==> config.mk <==
export PLATFORM = sky130hd
export DESIGN_NAME = pc_sequencer
export DESIGN_NICKNAME = d
export VERILOG_FILES = /design/src/rtl/pc_sequencer_pkg.sv /design/src/rtl/pc_sequencer_target_calc.sv /design/src/rtl/pc_sequencer.sv
export SDC_FILE = /design/constraint.sdc
export NUM_CORES = 1
export LEC_CHECK = 0
export ABC_AREA = 1
export CAP_MARGIN = 0
export CORE_MARGIN = 2
export CORE_UTILIZATION = 50
export CTS_CLUSTER_SIZE = 8
export DETAILED_ROUTE_END_ITERATION = 7
export PLACE_DENSITY = 0.78
export SYNTH_ARGS = -nofsm -noshare
export SYNTH_HDL_FRONTEND = slang
export SYNTH_SLANG_ARGS = --single-unit
==> constraint.sdc <==
create_clock -name clk -period 2.7 [get_ports clk]
set_input_delay 0.54 -clock clk [delete_from_list [all_inputs] [get_ports clk]]
set_output_delay 0.54 -clock clk [all_outputs]
set_load 0.05 [all_outputs]
==> src/rtl/pc_sequencer_pkg.sv <==
// ---------------------------------------------------------------------------
// pc_sequencer_pkg
// Shared definitions for the program-counter sequencer slice: datapath
// widths, the reset vector and the sequencer state encoding.
// ---------------------------------------------------------------------------
package pc_sequencer_pkg;

    localparam int PC_WIDTH  = 32;
    localparam int OFF_WIDTH = 16;

    localparam logic [PC_WIDTH-1:0] RESET_VECTOR = 32'h0000_0000;

    // IDLE   : single warm-up cycle after reset, nothing fetched
    // RUN    : normal sequential fetch, redirects accepted
    // FLUSH  : the instruction fetched behind a redirect is being squashed
    // HALTED : parked until reset
    typedef enum logic [1:0] {
        IDLE   = 2'd0,
        RUN    = 2'd1,
        FLUSH  = 2'd2,
        HALTED = 2'd3
    } seq_state_t;

endpackage

==> src/rtl/pc_sequencer_target_calc.sv <==
// ---------------------------------------------------------------------------
// pc_target_calc
// Branch target adder: sign-extends a 16-bit word offset to 32 bits and adds
// it to the base PC, wrapping modulo 2^32.
//
// Ports
//   base   in  32  PC of the branching instruction (ID-stage PC)
//   offset in  16  signed word offset, two's complement
//   target out 32  base + sign_extend(offset), modulo 2^32
// ---------------------------------------------------------------------------
module pc_target_calc
    import pc_sequencer_pkg::*;
(
    input  logic [PC_WIDTH-1:0]  base,
    input  logic [OFF_WIDTH-1:0] offset,
    output logic [PC_WIDTH-1:0]  target
);

    logic [PC_WIDTH-1:0] offset_ext;

    // Replicate the offset sign bit into the upper half so negative offsets
    // subtract; carry out of bit 31 is simply dropped to wrap the address.
    always_comb begin
        offset_ext = {{(PC_WIDTH-OFF_WIDTH){offset[OFF_WIDTH-1]}}, offset};
        target     = base + offset_ext;
    end

endmodule

==> src/rtl/pc_sequencer.sv <==
// ---------------------------------------------------------------------------
// pc_sequencer
// Fetch-address sequencer for a simple pipeline. Walks the PC one word at a
// time, takes jump-register and branch redirects with one cycle of latency,
// squashes the wrongly fetched instruction behind a redirect, honours
// pipeline stalls and parks in HALTED until reset.
//
// Ports
//   clk         in  1   clock, all state updates on the rising edge
//   rst         in  1   synchronous active-high reset
//   stall       in  1   hazard hold, freezes pc and pc_id
//   halt        in  1   halt request from decode
//   branch      in  1   taken-branch decision for the ID-stage instruction
//   offset_in   in  16  signed word offset of the taken branch
//   jr          in  1   jump-to-register request for the ID-stage instruction
//   rs_value    in  32  jump-register target
//   pc          out 32  fetch address (registered)
//   pc_id       out 32  PC of the instruction now in ID (registered)
//   fetch_valid out 1   pc is a valid fetch this cycle (registered)
//   flush       out 1   squash the IF/ID instruction this cycle (registered)
//   halted      out 1   sequencer is in HALTED (registered)
// ---------------------------------------------------------------------------
module pc_sequencer
    import pc_sequencer_pkg::*;
(
    input  logic                 clk,
    input  logic                 rst,
    input  logic                 stall,
    input  logic                 halt,
    input  logic                 branch,
    input  logic [OFF_WIDTH-1:0] offset_in,
    input  logic                 jr,
    input  logic [PC_WIDTH-1:0]  rs_value,
    output logic [PC_WIDTH-1:0]  pc,
    output logic [PC_WIDTH-1:0]  pc_id,
    output logic                 fetch_valid,
    output logic                 flush,
    output logic                 halted
);

    seq_state_t          state;
    logic [PC_WIDTH-1:0] branch_target;

    // The branch target is relative to the instruction sitting in ID, not to
    // the current fetch address.
    pc_target_calc u_target_calc (
        .base   (pc_id),
        .offset (offset_in),
        .target (branch_target)
    );

    // Single state machine that owns the PC pair and every output flag. The
    // flags are assigned together with the next state so they always match
    // the state being entered, leaving no combinational path from any input
    // to any output. On a redirect pc_id takes the old pc, which is the
    // instruction being squashed during the following FLUSH cycle. In FLUSH
    // any branch/jr belongs to that squashed instruction and is ignored.
    always_ff @(posedge clk) begin
        if (rst) begin
            state       <= IDLE;
            pc          <= RESET_VECTOR;
            pc_id       <= RESET_VECTOR;
            fetch_valid <= 1'b0;
            flush       <= 1'b0;
            halted      <= 1'b0;
        end else begin
            case (state)
                IDLE: begin
                    state       <= RUN;
                    fetch_valid <= 1'b1;
                    flush       <= 1'b0;
                    halted      <= 1'b0;
                end

                RUN: begin
                    if (halt) begin
                        state       <= HALTED;
                        fetch_valid <= 1'b0;
                        flush       <= 1'b0;
                        halted      <= 1'b1;
                    end else if (stall) begin
                        state <= RUN;
                    end else if (jr) begin
                        state <= FLUSH;
                        pc    <= rs_value;
                        pc_id <= pc;
                        flush <= 1'b1;
                    end else if (branch) begin
                        state <= FLUSH;
                        pc    <= branch_target;
                        pc_id <= pc;
                        flush <= 1'b1;
                    end else begin
                        pc    <= pc + PC_WIDTH'(1);
                        pc_id <= pc;
                    end
                end

                FLUSH: begin
                    if (halt) begin
                        state       <= HALTED;
                        fetch_valid <= 1'b0;
                        flush       <= 1'b0;
                        halted      <= 1'b1;
                    end else if (stall) begin
                        state <= FLUSH;
                    end else begin
                        state <= RUN;
                        pc    <= pc + PC_WIDTH'(1);
                        pc_id <= pc;
                        flush <= 1'b0;
                    end
                end

                HALTED: begin
                    state <= HALTED;
                end

                default: begin
                    state       <= IDLE;
                    fetch_valid <= 1'b0;
                    flush       <= 1'b0;
                    halted      <= 1'b0;
                end
            endcase
        end
    end

endmodule

# Word level (Yosys, flattened, before mapping)
# Index checks and enable logic that the tools add are counted.
# word_totals
word_cells,56
reg_bits,69
input_bits,54
out_inout_bits,67
# op_classes
eq_ne,12
n_bitwise,2
n_addsub,2
n_mux,25
n_reduce_logical,9
# ops
cell,n
$mux 32,6
$pmux 32 s2,1
$add 32x1->32 const B,1
$add 32x32->32,1
$mux 2,6
$mux 1,8
$ne 2x2->1 const B,4
$pmux 2 s4,1
$ne 3x3->1 const B,2
$ne 5x5->1 const B,1
$reduce_and 5->1,1
$eq 2x2->1 const B,2
$ne 4x4->1 const B,1
$pmux 1 s2,2
$reduce_and 4->1,1
$reduce_bool 2->1,2
$pmux 1 s3,1
$reduce_and 3->1,1
$reduce_bool 3->1,1
$eq 2x1->1 const B,1
$logic_not 2->1,1
$ne 2x1->1 const B,1
$not 1->1,2
$reduce_and 2->1,1
$reduce_or 2->1,1

# Longest topological paths before layout
# depth
ltp_word,6
mapped_depth,15

# Modules after synthesis
# From an unflattened synthesis, not the netlist that was laid out.
# unflattened
hier_cells,1108
hier_area_um2,6542.5
# by_module_without_submodules
mod,cells_per_inst,area_per_inst_um2,n_inst
pc_sequencer,614,4156.5,1
pc_target_calc,494,2386.0,1

# Least setup slack after synthesis
# OpenSTA, ideal clock, no wires.
# synth_timing
path_kind,register to register
start,reg pc_id[2]
end,reg pc[13]
path_stages_with_launch,13
path_slack_ps,518
period_less_slack_ps,2182
n_path_buf,0
arrival_ps,2050
path_cell_list,dfxtp_1 ha_1 a21oi_1 nand2_1 nand2_1 nand2_1 nand3_1 nand2_1 or2_2 nand3_1 nand2_1 o211ai_1 a21oi_1
# synth_between
elab_chain_len,6
# synth_rtl
element,line,rtl
"start, declared",pc_sequencer.sv:35,"output logic [PC_WIDTH-1:0] pc_id,"
"start signal, assigned",pc_sequencer.sv:86,pc_id <= pc;
"start signal, assigned",pc_sequencer.sv:91,pc_id <= pc;
"start signal, assigned",pc_sequencer.sv:95,pc_id <= pc;
$add 32x32->32,pc_sequencer_target_calc.sv:25,target = base + offset_ext;
$mux 32,pc_sequencer.sv:88,end else if (branch) begin
$mux 32,pc_sequencer.sv:83,end else if (jr) begin
$mux 32,pc_sequencer.sv:81,end else if (stall) begin
$mux 32,pc_sequencer.sv:76,if (halt) begin
$pmux 32 s2,pc_sequencer.sv:67,case (state)
"end signal, assigned",pc_sequencer.sv:85,pc <= rs_value;
"end signal, assigned",pc_sequencer.sv:90,pc <= branch_target;
"end signal, assigned",pc_sequencer.sv:94,pc <= pc + PC_WIDTH'(1);
"end, declared",pc_sequencer.sv:34,"output logic [PC_WIDTH-1:0] pc,"
# Every way passes these cells. The select of a mux whose other input is x is not followed.
# A chain may end at the register's enable or synchronous reset.

# Worst setup path after layout
# layout_timing
start,in offset_in[2]
end,reg pc[13]
# layout_between
elab_chain_len,6
# layout_rtl
element,line,rtl
"start, declared",pc_sequencer.sv:31,"input logic [OFF_WIDTH-1:0] offset_in,"
$add 32x32->32,pc_sequencer_target_calc.sv:25,
$mux 32,pc_sequencer.sv:88,
$mux 32,pc_sequencer.sv:83,
$mux 32,pc_sequencer.sv:81,
$mux 32,pc_sequencer.sv:76,
$pmux 32 s2,pc_sequencer.sv:67,
# Every way passes these cells. The select of a mux whose other input is x is not followed.

==> impl_results.md <==
* Status: completed
* Syn_area_per_cell at roughly 6.0 um2
* Share of power burned in combinational logic at around 36%
* Actual slew at the worst max-slew pin at approximately 540 ps
* Yosys cell types at 48
* Avg Vias per Cell at about 5.5
* Clock Power Share at between 30% and 40%
* Share of async-settable or async-resettable flops after synthesis at 0%
* I/O pin count at between 100 and 150
* EDFF count, synth at 0
* Seq/Total Area, Yosys at 22.2%
* Largest stage delay on the critical path at approximately 400 ps
* Hold depth at 2
* Post-Layout Inst Area at 8300 um2
* Worst Path Max Fanout at 4
* CP cell instances: clkdlybuf4s50_1 -> ha_1 -> a21oi_1 -> nand2_1 -> nand2_1 -> nand2_1 -> nand3_1 -> nand2_1 -> or2_2 -> nand3_1 -> nand2_1 -> o211ai_1 -> a21oi_1
* Die H at approximately 120 um
* WP depth at 13
* Top delay family on crit path: simple AND/OR/NAND/NOR gates
* Top FF cell, synth: dfxtp_1
* Final slew viol count at 0
* Startpoint types: input port
* Maxcap violations at 0
* Total Nets Final at approximately 1,300
* RSZ-0062 raised after global routing: no
* Relative slew slack at about 64%
* Final Hold Viols at 0
* Fin util at between 60% and 70%
* Total leakage power at around 3.8 nW
* Syn-to-layout area delta at 33.3%
* Hold Crit Class: reg -> reg
* Internal at ~2.3 mW
* Pre-CTS WS at -248 ps
* WP data required at 2910 ps
* Crit end category: flip-flop
* Net load switching power at around 1.3 mW
* Root Buffer: clkbuf_16
* # diodes at 0
* Fin crit share at 92.5%
* Post-CTS Setup Inserts at 0
* WP buf/inv at 1
* Via count at 7,515
* I/O Buffers at between 100 and 150
* Non-Filler Instances at around 1,400
* Post-CTS Resized at 0
* Most frequent cells in the layout: 285 x nand2_1, 119 x clkdlybuf4s50_1, 115 x inv_1
* Clock sinks at 69
* Final ANT Viol Nets at 0
* Pin count of the biggest net entering global routing at 54
* Die footprint at around 13,000 um2
* Worst path arrival time at ~2700 ps
* Die width at around 120 um
* First-pass GRT wire length at 34,500 um
* Detailed Route Iter0 Violations at roughly 900
* Commonest non-fill, non-tap cell in the layout: nand2_1
* Num CTS Buffers at 9
* Average wire per standard cell at approximately 16 um
* Detailed Place HPWL at between 15,000 and 20,000 um
* Upper clock frequency limit at about 400 MHz
* Share of cells above drive strength 1 at 9.65%
* Fill count at approximately 1,100
* CTS Hold Bufs at 0
* FF-to-FF path depth at 12
* Final wirelength at between 20,000 and 25,000 um
* Clock latency on the worst-skew pair at about 340 ps
* GP Congestion at a little over 1
* Seq pwr share at approximately a third
* Syn Nets at around 1,100
* Initial Util at about half
* #FFs+latches synth at 69
* Max VDD drop at between 0.3 and 0.4 mV
* Overflow after GRT at 0
* Pwr dens at about 440 nW/um2
* Clock Skew at between 8 and 9 ps
* Power, Total at 3.66 mW
* Mapped Cells at about 1,000
* Number of global-route vias before repair at a little under 7,000
* Maximum root-to-sink buffer count at 2
* Min Tclk post-route at 2500 ps
* Clock Pin Slew Worst Setup and Hold Paths at approximately 60 ps
* Endpoints failing setup at 0
* Most frequent cell on the critical path: nand2_1
* Synth warn at 0
* Final setup margin at about 200 ps
* Worst Setup Path Type: in -> reg
* Mapped cell area at between 6000 and 7000 um2
* DRC at 0
* H-tree depth at 3
* DP Cell Count at about 1,400
* TritonCTS clock tree: done
* R2R Setup Slk at about 480 ps
* CP max-delay cell: clkdlybuf4s50_1
* Overall global routing resource usage at roughly 33%
* Placed inst area at between 7000 and 8000 um2
* # rows at 40
* Core area at between 10,000 and 15,000 um2
* DRT Pass-1 Iters at 7
* Initial antenna violation count at 0
* Sw Ratio at a little under two fifths
path summary, 6_finish.rpt:
| check | startpoint | end |
|---|---|---|
| worst min-delay path | flush | flush |
| worst max-delay path | offset_in[2] | pc[13] |
| worst max register to register | pc_id[2] | pc[13] |
| worst min register to register | flush | flush |
kinds of logic after synthesis:
| family | synth area share, % |
|---|---|
| buffers and inverters | 9.65 |
| adders and majority gates | 7.76 |
| and+or+nand+nor | 35.7 |
| DFF | 22.2 |
| AOI/OAI and AO/OA | 20.7 |
| xor gates and xnor gates | 3.94 |
cells in the mapped netlist (all sizes together), types with 5 or more instances:
cell type | number | area [um2]
nand2 | 291 | 1120
a21oi | 119 | 603
inv | 118 | 443
nor2 | 106 | 435
o21ai | 80 | 404
dfxtp | 69 | 1380
nand3 | 64 | 320
ha | 37 | 463
clkbuf | 25 | 93.8
nor3 | 24 | 156
xor2 | 23 | 201
buf | 10 | 63.8
nand4 | 10 | 68.8
o21bai | 8 | 60.1
nand3b | 6 | 45.0
o211ai | 6 | 45.0
a21o | 5 | 37.5
or2 | 5 | 31.3
xnor2 | 5 | 43.8
area by class of cell:
class | instances | area (um2) | area share (%)
Clock buffer | 11 | 233 | 2.80
Sequential cell | 69 | 1380 | 16.6
Inverter | 118 | 443 | 5.34
Tap cell | 168 | 210 | 2.53
Multi-Input combinational cell | 815 | 4270 | 51.4
Timing Repair Buffer | 185 | 1720 | 20.7
Clock inverter | 4 | 50.0 | 0.603
power groups by stage:
stage | clock network, mW | registers (mW) | logic [mW]
floorplan | 0 | 1.37 | 0.592
global placement | 0 | 1.19 | 1.28
detailed placement | 0 | 1.19 | 1.29
CTS | 1.17 | 1.17 | 1.30
global route | 1.21 | 1.18 | 1.44
finish | 1.16 | 1.18 | 1.32
tightest hold or removal path: cells and delay by family (launching register included):
family           cells  cell delay, ps
flip-flops           1             310
AO/OA/AOI/OAI        1              50
AND/OR/NAND/NOR      1              60
through the flow:
stage                     setup TNS [ps]  hold slack (ps)
after floorplan                        0              491
after global placement             -2160              453
after detailed placement           -2640              459
after CTS                              0              471
after global routing                   0              509
final                                  0              469
per-layer routing:
layer  share of wire (%)  track usage [%]  vias up
li1                    -                -     3740
met1                  45             47.0     3405
met2                  44             52.5      337
met3                 8.8             4.50       33
met4                 1.9             10.1        0
met5                   0                0        -
flip-flops by register name, indices dropped and copies added (netlist names):
name and cells:
pc 32, halted 1, flush 1, state 2
fetch_valid 1, pc_id 32
Power figures use the tool's default switching activity.
